--- config.mk ---
export PLATFORM = sky130hd
export DESIGN_NAME = i2c_target_core
export DESIGN_NICKNAME = d
export VERILOG_FILES = /design/src/rtl/i2c_target_core.sv
export SDC_FILE = /design/constraint.sdc
export NUM_CORES = 1
export LEC_CHECK = 0
export ABC_AREA = 1
export CAP_MARGIN = 20
export CORE_AREA = 2 2 74 59
export DETAILED_ROUTE_END_ITERATION = 6
export DIE_AREA = 0 0 76 61
export PLACE_DENSITY = 0.93
export SLEW_MARGIN = 20
export SYNTH_ARGS = -nofsm -noshare
export SYNTH_HDL_FRONTEND = slang
export SYNTH_SLANG_ARGS = --single-unit
export TNS_END_PERCENT = 50
--- constraint.sdc ---
create_clock -name clk -period 2.3 [get_ports clk]
set_input_delay 0.46 -clock clk [delete_from_list [all_inputs] [get_ports clk]]
set_output_delay 0.46 -clock clk [all_outputs]
set_load 0.05 [all_outputs]
--- src/rtl/i2c_target_core.sv ---
// Bit-level I2C target: START/STOP detect, 7-bit address match, byte RX/TX over valid/request handshakes.
// Latency: line drives and event pulses one clk after the sampled bus edge; SCL stretched while tx_req waits on tx_valid.
module i2c_target_core #(
    parameter logic [6:0] ADDR = 7'h50
) (
    input  logic       clk,
    input  logic       reset,
    input  logic       sda_i,
    input  logic       scl_i,
    output logic       sda_o,
    output logic       scl_o,
    output logic [7:0] rx_data,
    output logic       rx_valid,
    input  logic       rx_ready,
    input  logic [7:0] tx_data,
    input  logic       tx_valid,
    output logic       tx_req,
    output logic       busy,
    output logic       rw,
    output logic       start_det,
    output logic       stop_det,
    output logic       nack_det
);

    typedef enum logic [3:0] {
        ST_IDLE,
        ST_ADDR,
        ST_ADDR_ACK,
        ST_RX,
        ST_RX_ACK,
        ST_TX_LOAD,
        ST_TX,
        ST_TX_ACK,
        ST_IGNORE
    } state_t;

    state_t     state, state_nxt;
    logic       sda_d1, scl_d1;
    logic [2:0] bit_cnt, bit_cnt_nxt;
    logic [7:0] shift, shift_nxt;
    // byte_end: 8th bit sampled in ADDR/RX; in TX_ACK it marks a controller ACK seen
    logic       byte_end, byte_end_nxt;
    logic       acked, acked_nxt;
    logic       loaded, loaded_nxt;
    logic       sda_o_nxt, scl_o_nxt;
    logic [7:0] rx_data_nxt;
    logic       rx_valid_nxt, tx_req_nxt, busy_nxt, rw_nxt;
    logic       start_det_nxt, stop_det_nxt, nack_det_nxt;

    logic scl_rise, scl_fall, start_cond, stop_cond;
    assign scl_rise   = scl_i & ~scl_d1;
    assign scl_fall   = ~scl_i & scl_d1;
    assign start_cond = scl_i & scl_d1 & sda_d1 & ~sda_i;
    assign stop_cond  = scl_i & scl_d1 & ~sda_d1 & sda_i;

    always_ff @(posedge clk) begin
        if (reset) begin
            state     <= ST_IDLE;
            sda_d1    <= 1'b1;
            scl_d1    <= 1'b1;
            bit_cnt   <= 3'd0;
            shift     <= 8'h00;
            byte_end  <= 1'b0;
            acked     <= 1'b0;
            loaded    <= 1'b0;
            sda_o     <= 1'b1;
            scl_o     <= 1'b1;
            rx_data   <= 8'h00;
            rx_valid  <= 1'b0;
            tx_req    <= 1'b0;
            busy      <= 1'b0;
            rw        <= 1'b0;
            start_det <= 1'b0;
            stop_det  <= 1'b0;
            nack_det  <= 1'b0;
        end else begin
            state     <= state_nxt;
            sda_d1    <= sda_i;
            scl_d1    <= scl_i;
            bit_cnt   <= bit_cnt_nxt;
            shift     <= shift_nxt;
            byte_end  <= byte_end_nxt;
            acked     <= acked_nxt;
            loaded    <= loaded_nxt;
            sda_o     <= sda_o_nxt;
            scl_o     <= scl_o_nxt;
            rx_data   <= rx_data_nxt;
            rx_valid  <= rx_valid_nxt;
            tx_req    <= tx_req_nxt;
            busy      <= busy_nxt;
            rw        <= rw_nxt;
            start_det <= start_det_nxt;
            stop_det  <= stop_det_nxt;
            nack_det  <= nack_det_nxt;
        end
    end

    always_comb begin
        state_nxt     = state;
        bit_cnt_nxt   = bit_cnt;
        shift_nxt     = shift;
        byte_end_nxt  = byte_end;
        acked_nxt     = acked;
        loaded_nxt    = loaded;
        sda_o_nxt     = sda_o;
        scl_o_nxt     = scl_o;
        rx_data_nxt   = rx_data;
        rx_valid_nxt  = 1'b0;
        tx_req_nxt    = tx_req;
        busy_nxt      = busy;
        rw_nxt        = rw;
        start_det_nxt = 1'b0;
        stop_det_nxt  = 1'b0;
        nack_det_nxt  = 1'b0;

        // Bus conditions override everything, including an active stretch
        if (stop_cond) begin
            state_nxt    = ST_IDLE;
            stop_det_nxt = 1'b1;
            busy_nxt     = 1'b0;
            sda_o_nxt    = 1'b1;
            scl_o_nxt    = 1'b1;
            tx_req_nxt   = 1'b0;
            loaded_nxt   = 1'b0;
        end else if (start_cond) begin
            state_nxt     = ST_ADDR;
            start_det_nxt = 1'b1;
            bit_cnt_nxt   = 3'd0;
            byte_end_nxt  = 1'b0;
            busy_nxt      = 1'b0;
            sda_o_nxt     = 1'b1;
            scl_o_nxt     = 1'b1;
            tx_req_nxt    = 1'b0;
            loaded_nxt    = 1'b0;
        end else begin
            case (state)
                ST_IDLE: begin
                    sda_o_nxt = 1'b1;
                    scl_o_nxt = 1'b1;
                end
                ST_ADDR, ST_RX: begin
                    if (scl_rise) begin
                        shift_nxt   = {shift[6:0], sda_i};
                        bit_cnt_nxt = bit_cnt + 3'd1;
                        if (bit_cnt == 3'd7)
                            byte_end_nxt = 1'b1;
                    end else if (scl_fall && byte_end) begin
                        byte_end_nxt = 1'b0;
                        if (state == ST_ADDR) begin
                            if (shift[7:1] == ADDR) begin
                                state_nxt = ST_ADDR_ACK;
                                sda_o_nxt = 1'b0;
                                busy_nxt  = 1'b1;
                                rw_nxt    = shift[0];
                            end else begin
                                state_nxt = ST_IGNORE;
                            end
                        end else begin
                            rx_data_nxt  = shift;
                            rx_valid_nxt = 1'b1;
                            acked_nxt    = rx_ready;
                            sda_o_nxt    = ~rx_ready;
                            state_nxt    = ST_RX_ACK;
                        end
                    end
                end
                ST_ADDR_ACK: begin
                    if (scl_fall) begin
                        sda_o_nxt    = 1'b1;
                        bit_cnt_nxt  = 3'd0;
                        byte_end_nxt = 1'b0;
                        if (rw) begin
                            state_nxt  = ST_TX_LOAD;
                            scl_o_nxt  = 1'b0;
                            tx_req_nxt = 1'b1;
                        end else begin
                            state_nxt = ST_RX;
                        end
                    end
                end
                ST_RX_ACK: begin
                    if (scl_fall) begin
                        sda_o_nxt = 1'b1;
                        if (acked) begin
                            state_nxt = ST_RX;
                        end else begin
                            state_nxt = ST_IGNORE;
                            busy_nxt  = 1'b0;
                        end
                    end
                end
                ST_TX_LOAD: begin
                    // Release SCL one clk after loading so bit 7 has setup time
                    if (loaded) begin
                        scl_o_nxt   = 1'b1;
                        loaded_nxt  = 1'b0;
                        bit_cnt_nxt = 3'd0;
                        state_nxt   = ST_TX;
                    end else if (tx_req && tx_valid) begin
                        shift_nxt  = tx_data;
                        sda_o_nxt  = tx_data[7];
                        tx_req_nxt = 1'b0;
                        loaded_nxt = 1'b1;
                    end
                end
                ST_TX: begin
                    if (scl_fall) begin
                        if (bit_cnt == 3'd7) begin
                            sda_o_nxt    = 1'b1;
                            bit_cnt_nxt  = 3'd0;
                            byte_end_nxt = 1'b0;
                            state_nxt    = ST_TX_ACK;
                        end else begin
                            bit_cnt_nxt = bit_cnt + 3'd1;
                            sda_o_nxt   = shift[6];
                            shift_nxt   = {shift[6:0], 1'b0};
                        end
                    end
                end
                ST_TX_ACK: begin
                    if (scl_rise) begin
                        if (sda_i) begin
                            nack_det_nxt = 1'b1;
                            busy_nxt     = 1'b0;
                            state_nxt    = ST_IGNORE;
                        end else begin
                            byte_end_nxt = 1'b1;
                        end
                    end else if (scl_fall && byte_end) begin
                        byte_end_nxt = 1'b0;
                        state_nxt    = ST_TX_LOAD;
                        scl_o_nxt    = 1'b0;
                        tx_req_nxt   = 1'b1;
                    end
                end
                ST_IGNORE: begin
                    sda_o_nxt  = 1'b1;
                    scl_o_nxt  = 1'b1;
                    busy_nxt   = 1'b0;
                    tx_req_nxt = 1'b0;
                end
                default: begin
                    state_nxt = ST_IDLE;
                end
            endcase
        end
    end

endmodule

**Word-level counts from Yosys, hierarchy flattened**

Index checks and enable logic that the tools add are counted.

- Bitwise logic cells: 20
- $add $sub $neg: 1
- Mux-type cells: 77
- Reductions and logical operators: 28
- Equality and inequality tests: 46

Operators by type and width:

| cell | count |
|---|---|
| 4-bit 2-to-1 mux | 13 |
| 1-bit 2-to-1 mux | 44 |
| 8-bit 2-to-1 mux | 5 |
| 2-bit inequality test (second input constant) | 19 |
| 3-bit inequality test (second input constant) | 11 |
| 4-bit one-hot mux with 7 select lines | 1 |
| 8-bit one-hot mux with 3 select lines | 1 |
| 3-bit 2-to-1 mux | 7 |
| 7-bit AND reduction | 3 |
| 10-bit AND reduction | 2 |
| 6-bit AND reduction | 3 |
| 4-bit by 3-bit == test with 1-bit output (second input constant) | 4 |
| 4-bit inequality test (second input constant) | 4 |
| 1-bit one-hot mux with 4 select lines | 4 |
| 8-bit AND reduction | 2 |
| 5-bit nonzero test | 3 |
| 1-bit NOT | 13 |
| 3-bit one-hot mux with 4 select lines | 1 |
| 4-bit nonzero test | 3 |
| 9-bit AND reduction | 1 |
| 4-bit by 2-bit == test with 1-bit output (second input constant) | 2 |
| 2-bit OR reduction | 4 |
| 1-bit AND | 7 |
| 7-bit == test (second input constant) | 1 |
| other kinds (12) | 14 |

- Bits in registers: 37
- Logic and storage cells: 191
- Output and inout port bits: 17
- Input bits: 14

**Logic depth before layout (Yosys ltp)**

- Depth after elaboration: 7
- Mapped depth: 12

**Least setup slack after synthesis**

Ideal clock, no wire load.

- Kind: input -> register
- From: input scl_i
- To: register state[2]
- Stages on the path: 8
- Library setup time: 0.113 ns
- Slack: 0.807 ns
- Arrival: 1.380 ns
- Path through: inv_1 > nand3_1 > nand3_1 > nand2_1 > nor2_1 > nand3_1 > nor2_1 > nor2_1

- Longest elaborated chain between the ends: 5

Ends and longest elaborated chain:

| element | RTL line | RTL |
|---|---|---|
| start, declared | 9 | `input logic scl_i,` |
| 1-bit NOT | 52 | `assign scl_fall = ~scl_i & scl_d1;` |
| 1-bit AND | 52 |  |
| 1-bit logical AND | 147, 229 |  |
| 3-bit inequality test (no source line) / 2-bit inequality test (equally long branches) | -- |  |
| 10-bit AND reduction (no source line) | -- |  |
| end signal, assigned | 77 | `state <= state_nxt;` |
| end, declared | 37 | `state_t state, state_nxt;` |

Several ways; a longest one is shown, not always the timed one.
A chain may end at the register's enable or synchronous reset.

**Final worst setup path**

- From: input scl_i
- To: register state[1]

The elaborated chain is that of the path after synthesis.

==> summary.txt <==
Placed design
  • Dpl ws: 62.9 ps
  • Dpl cell area: 0.00255 mm²
  • Routability congestion estimate: 0.992
  • PortBufs: 30
  • Detail Placement HPWL: 4850 µm

Global routing
  • Largest net degree at the start of global routing: 25
  • Initial antenna violation count: 0
  • GRT overflow: 0
  • First-pass GRT wire length: 10100 µm
  • Vias in the first global route: 2213
  • All-Layer GR Usage: 28.1%

Layout
  • Area Overhead vs Synth: 21.0%
  • Design area: 0.00263 mm²
  • Antenna cells: 0
  • Fin util: 67.8%
  • Most frequent cells in the layout: 99 x nand2_1, 79 x nor2_1, 38 x inv_1
  • Nets: 410
  • Layout cells sized above 1: 7.34%
  • Fillers: 356
  • Most common cell after layout, fill and taps aside: nand2_1

Timing
  • Fin. max-slew vios: 0
  • Final Skew: 9.96 ps
  • Final period utilization: 88.0%
  • Hold Vio Cnt, Final: 0
  • Number of failing setup endpoints in the final timing report: 0
  • Tightest Pin Transition: 522 ps
  • RSZ-0062 raised after global routing: false
  • Worst slew margin: 65.1%
  • Final Worst Setup Slack: 276 ps
  • Peak Freq: 494 MHz
  • Min cycle time layout: 2020 ps
  • Setup TNS: 0 ps

Synth
  • Post-synthesis mux area share: 0%
  • Mapped Cells: 356
  • Syn_area_per_cell: 6.11 µm²
  • Area share of and/or/nand/nor cells after synthesis: 44.4%
  • Main combinational cell family by area after synthesis: simple AND/OR/NAND/NOR gates
  • Syn nets: 372
  • Netlist area before placement: 0.00217 mm²
  • Synth Area in Adders: 1.15%
  • Sequential fraction of the synthesis area: 34.1%
  • Yosys reg bits: 37
  • Synth unique cells: 26
  • Post-synthesis compound-gate area fraction: 10.8%
  • XOR/XNOR Fraction of Synth Area: 0%
  • Yosys warns: 0

Clocking
  • Post-CTS Setup Repair Bufs: 0
  • Worst skew pair latency: 300 ps
  • Max H-tree Level: 2
  • Clock sinks: 37
  • CTS buffer count: 5
  • CTS root buffer: clkbuf_8
  • Clock transition at path regs: 70 ps
  • PostCTS Resize Cnt: 0
  • TritonCTS clock tree: done
  • Clock buffer depth: 2
  • Hold Buf Count CTS: 0

Critical path
  • Worst setup EP type: register
  • R2r startpoint: state[0]
  • Critical path type: input pin to register
  • CP endpoint: state[1]
  • FF-to-FF path depth: 9
  • Worst Setup SP: scl_i
  • Worst EP arrival: 2210 ps
  • CP Max Fanout: 7
  • Critical Path Start Type: input pin
  • CP required: 2490 ps
  • Reg2Reg Setup Slack: 390 ps
  • RR Endpoint: state[1]

Flow run
  • Maxcap violations: 0

Power
  • VDD IR max: 0.781 mV
  • Pwr/cell area: 1090 mW/mm²
  • Pwr Total: 2.88 mW
  • Leakage: 1.33 nW

Routing
  • DR WL/cell: 13.8 µm
  • Vias per inst: 5.30
  • Initial DRT Pass Iterations: 5
  • Vias after detailed routing: 2386
  • DRC Markers: 0
  • Drt total wl: 6200 µm
  • Iter 0 DRT Violations: 219
  • Remaining antenna violation count after routing: 0

Floorplanning
  • Core Rows: 20
  • Core area: 0.00388 mm²
  • IO Count: 31
  • Die area: 0.00464 mm²
  • Die Y: 61 µm
  • Starting Density: 56.1%
  • Die Span X: 76 µm

Outcome
  • Outcome: finished clean

Min path
  • Worst Hold Class: register to register
[layout make-up]
type                            count  area (µm²)  share of cell area [%]
Multi-Input combinational cell    272        1220                    46.6
Sequential cell                    37         741                    28.2
Timing Repair Buffer               39         368                    14.0
Inverter                           39         146                    5.56
Clock buffer                        6        72.6                    2.76
Tap cell                           55        68.8                    2.62
Clock inverter                      2        10.0                   0.380
[synth_stat cells, drive strengths merged]
cell type	number	area [µm²]
a21oi	14	70.1
and2	1	6.26
and3	1	6.26
buf	6	55.1
clkbuf	2	7.51
dfxtp	37	741
ha	2	25.0
inv	39	146
nand2	103	412
nand3	26	130
nand3b	1	7.51
nand4	5	31.3
nor2	87	362
nor3	2	10.0
o2111ai	1	8.76
o211ai	2	15.0
o21a	1	7.51
o21ai	25	125
o221ai	1	8.76
[stage by stage]
| stage | std cells | hold slack, ps |
|---|---|---|
| 4_1_cts | 450 | 494 |
| 3_3_place_gp | 442 | 458 |
| 5_1_grt | 450 | 512 |
| 2_1_floorplan | 356 | 444 |
| 6_report | 450 | 489 |
| 3_5_place_dp | 442 | 475 |
[report_power, final]
part / switching (mW) / internal (mW)
sequential: 0.119 / 0.774
combinational: 1.01 / 0.526
clock: 0.240 / 0.210
[layer usage]
metal	track usage, %	wire length (µm)	vias to the layer above
li1	-	-	1197
met1	37.6	2780	1071
met2	45.5	2710	107
met3	7.59	637	11
met4	8.83	70	0
met5	0	0	-
[worst min-delay path by stage]
stage / from / to / slack (ps) / depth (start not counted)
floorplan: shift[7] / rx_data[7] / 440 / 2
global placement: sda_o / sda_o / 460 / 2
detailed placement: scl_o / scl_o / 470 / 2
CTS: bit_cnt[2] / bit_cnt[2] / 490 / 2
global route: bit_cnt[2] / bit_cnt[2] / 510 / 2
finish: scl_o / scl_o / 490 / 2
[logic make-up after synthesis]
kind of cell	after synthesis
buffers and inverters	47
adders and majority gates	2
and+or+nand+nor	226
DFF	37
AOI/OAI and AO/OA	44
[flip-flops by register name, indices dropped and copies added (netlist names), 3 cells and up]
name / flops
bit_cnt: 3
state: 4
rx_data: 8
shift: 8
[critical path, cell delays in order]
cell             delay [ps]
clkdlybuf4s50_1         460
inv_1                   140
nand3_1                 230
nand3_1                 200
nand2_1                  60
nor2_1                  180
nand3_1                 250
nor2_1                  160
nor2_1                   70
No activity file was read; power rests on OpenSTA's default activity.
